## config.mk

```make
export PLATFORM = sky130hd
export DESIGN_NAME = mc_ctrl_fsm
export DESIGN_NICKNAME = d
export VERILOG_FILES = /design/src/rtl/mc_ctrl_pkg.sv /design/src/rtl/mc_ctrl_decode.sv /design/src/rtl/mc_ctrl_fsm.sv
export SDC_FILE = /design/constraint.sdc
export NUM_CORES = 1
export LEC_CHECK = 0
export BUFFER_PORTS_ARGS = -buffer_cell sky130_fd_sc_hd__buf_2
export CORE_ASPECT_RATIO = 0.9
export CORE_MARGIN = 10
export CORE_UTILIZATION = 49
export DETAILED_ROUTE_END_ITERATION = 8
export PLACE_DENSITY = 0.8
export RECOVER_POWER = 25
export SLEW_MARGIN = 20
export SYNTH_ARGS = -nofsm -noshare
export SYNTH_HDL_FRONTEND = slang
export SYNTH_SLANG_ARGS = --single-unit
```

## constraint.sdc

```tcl
create_clock -name clk -period 2.7 [get_ports clk]
set_clock_uncertainty 0.2 [all_clocks]
set_input_delay 0.54 -clock clk [delete_from_list [all_inputs] [get_ports clk]]
set_output_delay 0.54 -clock clk [all_outputs]
set_load 0.02 [all_outputs]
```

## src/rtl/mc_ctrl_pkg.sv

```systemverilog
// Shared encodings for the multi-cycle control sequencer: opcodes, functs,
// FSM states, datapath mux selects and the instruction class flags.
package mc_ctrl_pkg;

   localparam logic [5:0] OP_R      = 6'b000000;
   localparam logic [5:0] OP_LW     = 6'b100011;
   localparam logic [5:0] OP_SW     = 6'b101011;
   localparam logic [5:0] OP_BEQ    = 6'b000100;
   localparam logic [5:0] OP_NANDI  = 6'b010000;
   localparam logic [5:0] OP_BLEZAL = 6'b100100;
   localparam logic [5:0] OP_BALV   = 6'b100000;
   localparam logic [5:0] OP_JALPC  = 6'b011111;

   localparam logic [5:0] FN_BRV    = 6'b010100;
   localparam logic [5:0] FN_JMXOR  = 6'b100010;

   typedef enum logic [3:0] {
      ST_IDLE   = 4'd0,
      ST_FETCH  = 4'd1,
      ST_DECODE = 4'd2,
      ST_MEMADR = 4'd3,
      ST_MEMRD  = 4'd4,
      ST_MEMWB  = 4'd5,
      ST_MEMWR  = 4'd6,
      ST_REXEC  = 4'd7,
      ST_RWB    = 4'd8,
      ST_IEXEC  = 4'd9,
      ST_IWB    = 4'd10,
      ST_BEQ    = 4'd11,
      ST_BRV    = 4'd12,
      ST_JMXA   = 4'd13,
      ST_JMXRD  = 4'd14,
      ST_LINK   = 4'd15
   } state_e;

   typedef enum logic [1:0] {RD_RT = 2'b00, RD_RD = 2'b01, RD_RA = 2'b10} regdest_e;
   typedef enum logic [1:0] {MR_ALU = 2'b00, MR_MDR = 2'b01, MR_PC = 2'b10} memtoreg_e;
   typedef enum logic [1:0] {SB_RT = 2'b00, SB_FOUR = 2'b01, SB_IMM = 2'b10, SB_IMM_SH = 2'b11} alusrcb_e;
   typedef enum logic [1:0] {AO_ADD = 2'b00, AO_SUB = 2'b01, AO_FUNCT = 2'b10, AO_NAND = 2'b11} aluop_e;
   typedef enum logic [1:0] {PS_ALU = 2'b00, PS_ALUOUT = 2'b01, PS_MDR = 2'b10, PS_RS = 2'b11} pcsrc_e;

   typedef struct packed {
      logic lw;
      logic sw;
      logic rtype;
      logic brv;
      logic jmxor;
      logic beq;
      logic nandi;
      logic blezal;
      logic balv;
      logic jalpc;
      logic illegal;
   } instr_class_t;

   // States that own the shared memory port and therefore wait on mem_ready.
   function automatic logic is_mem_state(input state_e s);
      return (s == ST_FETCH) || (s == ST_MEMRD) || (s == ST_MEMWR) || (s == ST_JMXRD);
   endfunction

endpackage

```

## src/rtl/mc_ctrl_decode.sv

```systemverilog
// Combinational opcode/funct classifier: exactly one class flag is high,
// with illegal covering every unsupported opcode.
module mc_ctrl_decode
   import mc_ctrl_pkg::*;
(
   input  logic [5:0]   opcode,
   input  logic [5:0]   functcode,
   output instr_class_t cls
);

   always_comb begin
      // NOTE: every bit gets a default before the case, so no path can infer a latch.
      cls = '0;
      unique case (opcode)
         OP_R: begin
            unique case (functcode)
               FN_BRV:   cls.brv   = 1'b1;
               FN_JMXOR: cls.jmxor = 1'b1;
               default:  cls.rtype = 1'b1;
            endcase
         end
         OP_LW:     cls.lw     = 1'b1;
         OP_SW:     cls.sw     = 1'b1;
         OP_BEQ:    cls.beq    = 1'b1;
         OP_NANDI:  cls.nandi  = 1'b1;
         OP_BLEZAL: cls.blezal = 1'b1;
         OP_BALV:   cls.balv   = 1'b1;
         OP_JALPC:  cls.jalpc  = 1'b1;
         default:   cls.illegal = 1'b1;
      endcase
   end

endmodule

```

## src/rtl/mc_ctrl_fsm.sv

```systemverilog
// Multi-cycle control sequencer for the shared-ALU/shared-memory datapath.
// Optional performance counters are built when MC_CTRL_PERF_EN is defined.
module mc_ctrl_fsm
   import mc_ctrl_pkg::*;
#(
   parameter int WAIT_TIMEOUT = 15,
   parameter int CW           = 4
) (
   input  logic        clk,
   input  logic        rst_n,
   input  logic [5:0]  opcode,
   input  logic [5:0]  functcode,
   input  logic        status_z,
   input  logic        status_n,
   input  logic        status_v,
   input  logic        mem_ready,
   output logic        pcwrite,
   output logic        pcwritecond,
   output logic        iord,
   output logic        memread,
   output logic        memwrite,
   output logic        irwrite,
   output logic [1:0]  regdest,
   output logic [1:0]  memtoreg,
   output logic        alusrca,
   output logic [1:0]  alusrcb,
   output logic [1:0]  aluop,
   output logic [1:0]  pcsrc,
   output logic        regwrite,
   output logic        status_write,
   output logic        illegal_op,
   output logic        mem_err
`ifdef MC_CTRL_PERF_EN
   ,
   output logic [31:0] instr_cnt,
   output logic [31:0] stall_cnt
`endif
);

   state_e       state_q, state_d;
   logic [CW-1:0] wait_q, wait_d;
   instr_class_t cls;
   logic         mem_st;
   logic         abort;

   mc_ctrl_decode u_decode (
      .opcode    (opcode),
      .functcode (functcode),
      .cls       (cls)
   );

   assign mem_st = is_mem_state(state_q);
   assign abort  = mem_st && (wait_q == CW'(WAIT_TIMEOUT));

   always_ff @(posedge clk or negedge rst_n) begin
      if (!rst_n) begin
         state_q <= ST_IDLE;
         wait_q  <= '0;
      end else begin
         // NOTE: non-blocking so every flop samples the pre-edge values.
         state_q <= state_d;
         wait_q  <= wait_d;
      end
   end

   always_comb begin
      state_d      = state_q;
      pcwrite      = 1'b0;
      pcwritecond  = 1'b0;
      iord         = 1'b0;
      memread      = 1'b0;
      memwrite     = 1'b0;
      irwrite      = 1'b0;
      regdest      = RD_RT;
      memtoreg     = MR_ALU;
      alusrca      = 1'b0;
      alusrcb      = SB_RT;
      aluop        = AO_ADD;
      pcsrc        = PS_ALU;
      regwrite     = 1'b0;
      status_write = 1'b0;
      illegal_op   = 1'b0;
      mem_err      = abort;

      unique case (state_q)
         ST_IDLE: state_d = ST_FETCH;
         ST_FETCH: begin
            memread = 1'b1;
            alusrcb = SB_FOUR;
            // A timed-out fetch leaves the PC alone and simply retries.
            if (abort) begin
               state_d = ST_FETCH;
            end else if (mem_ready) begin
               irwrite = 1'b1;
               pcwrite = 1'b1;
               state_d = ST_DECODE;
            end
         end
         ST_DECODE: begin
            alusrcb = SB_IMM_SH;
            if (cls.lw || cls.sw)                        state_d = ST_MEMADR;
            else if (cls.rtype)                          state_d = ST_REXEC;
            else if (cls.brv)                            state_d = ST_BRV;
            else if (cls.jmxor)                          state_d = ST_JMXA;
            else if (cls.beq)                            state_d = ST_BEQ;
            else if (cls.nandi)                          state_d = ST_IEXEC;
            else if (cls.blezal || cls.balv || cls.jalpc) state_d = ST_LINK;
            else begin
               illegal_op = cls.illegal;
               state_d    = ST_FETCH;
            end
         end
         ST_MEMADR: begin
            alusrca = 1'b1;
            alusrcb = SB_IMM;
            state_d = cls.sw ? ST_MEMWR : ST_MEMRD;
         end
         ST_MEMRD: begin
            memread = 1'b1;
            iord    = 1'b1;
            if (abort)          state_d = ST_FETCH;
            else if (mem_ready) state_d = ST_MEMWB;
         end
         ST_MEMWB: begin
            regwrite     = 1'b1;
            memtoreg     = MR_MDR;
            status_write = 1'b1;
            state_d      = ST_FETCH;
         end
         ST_MEMWR: begin
            iord = 1'b1;
            if (abort) begin
               state_d = ST_FETCH;
            end else if (mem_ready) begin
               memwrite     = 1'b1;
               status_write = 1'b1;
               state_d      = ST_FETCH;
            end
         end
         ST_REXEC: begin
            alusrca = 1'b1;
            aluop   = AO_FUNCT;
            state_d = ST_RWB;
         end
         ST_RWB: begin
            regwrite     = 1'b1;
            regdest      = RD_RD;
            status_write = 1'b1;
            state_d      = ST_FETCH;
         end
         ST_IEXEC: begin
            alusrca = 1'b1;
            alusrcb = SB_IMM;
            aluop   = AO_NAND;
            state_d = ST_IWB;
         end
         ST_IWB: begin
            regwrite = 1'b1;
            state_d  = ST_FETCH;
         end
         ST_BEQ: begin
            alusrca      = 1'b1;
            aluop        = AO_SUB;
            pcwritecond  = 1'b1;
            pcsrc        = PS_ALUOUT;
            status_write = 1'b1;
            state_d      = ST_FETCH;
         end
         ST_BRV: begin
            pcsrc   = PS_RS;
            pcwrite = status_v;
            state_d = ST_FETCH;
         end
         ST_JMXA: begin
            alusrca = 1'b1;
            aluop   = AO_FUNCT;
            state_d = ST_JMXRD;
         end
         ST_JMXRD: begin
            memread = 1'b1;
            iord    = 1'b1;
            pcsrc   = PS_MDR;
            if (abort) begin
               state_d = ST_FETCH;
            end else if (mem_ready) begin
               pcwrite = 1'b1;
               state_d = ST_FETCH;
            end
         end
         ST_LINK: begin
            // Link is written unconditionally; only the PC update depends on the condition.
            regwrite = 1'b1;
            regdest  = RD_RA;
            memtoreg = MR_PC;
            pcsrc    = PS_ALUOUT;
            pcwrite  = (cls.blezal && (status_z || status_n)) ||
                       (cls.balv && status_v) || cls.jalpc;
            state_d  = ST_FETCH;
         end
         default: state_d = ST_IDLE;
      endcase

      if ((state_d != state_q) || abort) wait_d = '0;
      else if (mem_st && !mem_ready)     wait_d = wait_q + 1'b1;
      else                               wait_d = wait_q;
   end

`ifdef MC_CTRL_PERF_EN
   logic [31:0] instr_cnt_q, instr_cnt_d;
   logic [31:0] stall_cnt_q, stall_cnt_d;
   logic        completing;

   // Aborts, illegal opcodes and the IDLE exit do not count as retired instructions.
   assign completing = (state_d == ST_FETCH) && !abort &&
                       (state_q inside {ST_MEMWB, ST_MEMWR, ST_RWB, ST_IWB,
                                        ST_BEQ, ST_BRV, ST_JMXRD, ST_LINK});

   always_comb begin
      instr_cnt_d = completing ? instr_cnt_q + 32'd1 : instr_cnt_q;
      stall_cnt_d = (mem_st && !mem_ready) ? stall_cnt_q + 32'd1 : stall_cnt_q;
   end

   always_ff @(posedge clk or negedge rst_n) begin
      if (!rst_n) begin
         instr_cnt_q <= '0;
         stall_cnt_q <= '0;
      end else begin
         instr_cnt_q <= instr_cnt_d;
         stall_cnt_q <= stall_cnt_d;
      end
   end

   assign instr_cnt = instr_cnt_q;
   assign stall_cnt = stall_cnt_q;
`endif

endmodule

```

==> metrics.md <==
| Metric | Value |
|---|---|
| Run status | completed |
| Leakage Power | 0.6127 nW |
| Crit share post-route | approximately 93% |
| Number of global-route vias before repair | 1165 |
| Area share of fa/ha/maj cells after synthesis | 1.182% |
| Relative slew margins | 71.23% |
| Internal power component | 0.5656 mW |
| Highest clock rate | 397.4 MHz |
| Setup violators final | 0 |
| Compound-gate portion of the synthesized area | between 20 and 30% |
| Switching power share of the total | 54.08% |
| Synth Instances | 146 |
| Total Routed Length | 3171 um |
| Largest buffer count on any clock path | 2 |
| Largest net degree at the start of global routing | 22 |
| First-pass GRT wire length | 5016 um |
| Via/cell ratio | 5.908 |
| Part of the power in combinational logic | 74.7% |
| Library cells used by synthesis | 52 |
| Clock edge transition at the registers on the reported setup and hold paths | 50 ps |
| Part of the total power dissipated in the clock network | 7.3% |
| Initial antenna violation count | 0 |
| Syn. warnings | 0 |
| Yosys reg bits | 8 |
| Mux cell area share after synthesis | 2.364% |
| Most used flip-flop cell after synthesis | sky130_fd_sc_hd__dfrtp_1 |
| Area fraction in and, or, nand and nor cells after synthesis | between 30 and 40% |
| Total standard cell area after synthesis | 1059 um^2 |
| Worst reg2reg endpoint | wait_q[1]$_DFFE_PN0P_ |
| Share of cells above drive strength 1 | between 30% and 40% |
| Initial core utilization | between 50% and 60% |
| Count of buffers inserted at the top-level ports | 38 |
| Top-Level Pins | 39 |
| Floorplan die area | approximately 4400 um^2 |
| Worst endpoint required time | 1960 ps |
| Arrival time reported for the critical path endpoint | 1780 ps |
| Core Footprint | 1989 um^2 |
| Switching power total | 0.6659 mW |
| Total number of placement rows | 15 |
| Proportion of synthesized flip-flops having asynchronous set or reset | 100.0% |
| CTS tree | built |
| Capturing element of the worst setup path | pcwrite |
| Congestion Overflow GR | 0 |
| Post-Layout Inst Area | 1295 um^2 |
| Final Net Count | 203 |
| Beginning of the worst register-to-register path | state_q[0]$_DFF_PN0_ |
| Startpoint types | flop |
| Timing startpoint of the critical path | wait_q[0]$_DFFE_PN0P_ |
| R2R depth | 6 |
| Top library cells by usage in the layout, fill and taps aside | sky130_fd_sc_hd__buf_2 (37), sky130_fd_sc_hd__nor2_1 (15), sky130_fd_sc_hd__nand2_1 (13) |
| Number of buffers added by the clock tree synthesis step | 3 |
| Count of final max-slew check failures | 0 |
| Worst min-delay path class | flop to flop |
| RD Place Congestion | ~0.91 |
| Post-layout min period | 2516 ps |
| Synthesized-area fraction occupied by xor and xnor cells | approximately 3.3% |
| Flop-to-flop setup slack | 310 ps |
| Synthesized Nets | around 170 |
| Main combinational cell family by area after synthesis | simple AND/OR/NAND/NOR gates |
| Total GRT Usage | between 10% and 20% |
| Dpl hpwl | about 2500 um |
| Worst Path Class, Setup | flop to output pin |
| Width of the die | 68.99 um |
| Diodes inserted | 0 |
| Antenna violation net count after detailed routing | 0 |
| Maximum fanout along the worst path | 6 |
| Total negative slack for setup checks | 0 ps |
| Cell area after placement | 1260 um^2 |
| Routed vias | between 1000 and 1500 |
| Final hold violations | 0 |
| Sort of element at the end of the critical path | output pin |
| Leading cell type in the layout, fill and taps excluded | sky130_fd_sc_hd__buf_2 |
| CTS H-tree lvls | 1 |
| Reg power frac | 18.0% |
| Number of flops mapped to enable cells by yosys | 0 |
| Avg Cell Area, Syn | about 7.3 um^2 |
| Unrepaired setup endpoints after global routing | no |
| Layout-stage area growth over the synthesis result | 22.34% |
| Wire per inst | 15.32 um |
| Number of sinks driven by the clock tree | 8 |
| Proportion of synthesized chip area in sequential cells | 18.91% |
| Worst IR drop on VDD | 597.1 uV |
| Total setup buffers inserted after CTS | 0 |
| Clock Root Buffer | sky130_fd_sc_hd__clkbuf_4 |
| Initial DRC count | roughly 110 |
| Height of the chip | 64.10 um |
| Power per cell area | 951.0 nW/um^2 |
| Clk_lat worst skew | 250 ps |
| Number of remaining DRC errors | 0 |
| First-pass detailed-route iteration total | 4 |
| Worst Max-Slew Pin Slew | 429.6 ps |
| Max-cap violations | 0 |
-- cells in the mapped netlist, drive strengths merged (2+ instances only) --
master / instances / share of area, %
a21oi: 9 / 4.3
o211ai: 4 / 4.1
clkbuf: 7 / 2.5
xor2: 3 / 2.5
buf: 5 / 3.7
nor3: 8 / 4.3
nor4bb: 2 / 1.9
o21ai: 10 / 4.7
a22oi: 2 / 1.4
nand3: 4 / 1.9
a31oi: 5 / 3.0
inv: 5 / 1.8
and2b: 2 / 1.4
a32oi: 2 / 1.7
nand2b: 4 / 2.4
or2: 2 / 1.2
o21a: 2 / 1.4
nand4: 3 / 1.8
nor2: 16 / 5.9
or4b: 2 / 2.6
nand2: 13 / 4.6
dfrtp: 8 / 19
nor2b: 4 / 2.4
-- worst max-delay path, cell delays in order (launching register included) --
cell and delay [ps]:
sky130_fd_sc_hd__dfrtp_1 400, sky130_fd_sc_hd__ha_1 260, sky130_fd_sc_hd__nand3_1 230, sky130_fd_sc_hd__nand3_1 110, sky130_fd_sc_hd__a21oi_1 140, sky130_fd_sc_hd__a31oi_1 50
sky130_fd_sc_hd__o21ai_0 150, sky130_fd_sc_hd__buf_2 190
-- sequential cells by signal (all words and copies together) (netlist names) --
name     count
state_q      4
wait_q       4
-- timing repair --
| item | 4_1_cts | 5_1_grt |
|---|---|---|
| resized for setup | 0 | 2 |
| hold buffers | 1 | 0 |
| endpoints found under the setup margin | 0 | 3 |
| endpoints found under the hold margin | 8 | 0 |
-- logic make-up after synthesis --
family	count (synthesis)
and+or+nand+nor	71
muxes	2
adders and majority gates	1
buffers and inverters	17
xor gates and xnor gates	4
AOI/OAI and AO/OA	43
DFF	8
-- how the worst min path moves through the flow --
| stage | from | endpoint | cells past startpoint |
|---|---|---|---|
| after global routing | wait_q[0]$_DFFE_PN0P_ | wait_q[0]$_DFFE_PN0P_ | 2 |
| after detailed placement | rst_n | state_q[0]$_DFF_PN0_ | 1 |
| after CTS | wait_q[0]$_DFFE_PN0P_ | wait_q[0]$_DFFE_PN0P_ | 2 |
| after floorplan | rst_n | state_q[0]$_DFF_PN0_ | 0 |
| final | wait_q[0]$_DFFE_PN0P_ | wait_q[0]$_DFFE_PN0P_ | 2 |
| after global placement | rst_n | wait_q[1]$_DFFE_PN0P_ | 1 |
-- cell type report --
cell class | instances | area, um^2
multi-input cells | 121 | 777.0
fillers | 189 | 694.4
repair buffers | 45 | 244.0
flip-flops and latches | 8 | 201.4
well taps | 25 | 31.28
clock buffers | 3 | 22.52
inverters | 5 | 18.77
-- power by group through the flow --
stage	registers [mW]	clock network [mW]	logic, mW
floorplan	0.172	0	0.711
global placement	0.218	0	0.887
detailed placement	0.221	0	0.910
CTS	0.219	0.0925	0.915
global route	0.231	0.0982	1.00
finish	0.221	0.0900	0.920
-- routing by layer --
layer  track usage, %  share of wire, %  up-vias
met5                0                 0        -
met4            4.187              0.73        0
met3            3.833               8.4        2
met2            21.69                47       58
met1            17.08                44      551
li1                 -                 -      612
-- metrics by stage --
stage / total power, mW / instances / util [%] / hold slack [ps] / setup WS (ps)
2_1_floorplan: 0.8829 / 146 / - / 44.41 / 276.2
3_3_place_gp: 1.105 / 203 / 63.33 / 184.7 / 288.9
3_5_place_dp: 1.131 / 203 / 63.33 / 191.9 / 216.2
4_1_cts: 1.227 / 207 / 64.97 / 399.2 / 57.24
5_1_grt: 1.329 / 207 / 65.09 / 435.9 / 39.47
6_report: 1.232 / 207 / 65.09 / 392.5 / 183.7
Power figures use the tool's default switching activity.
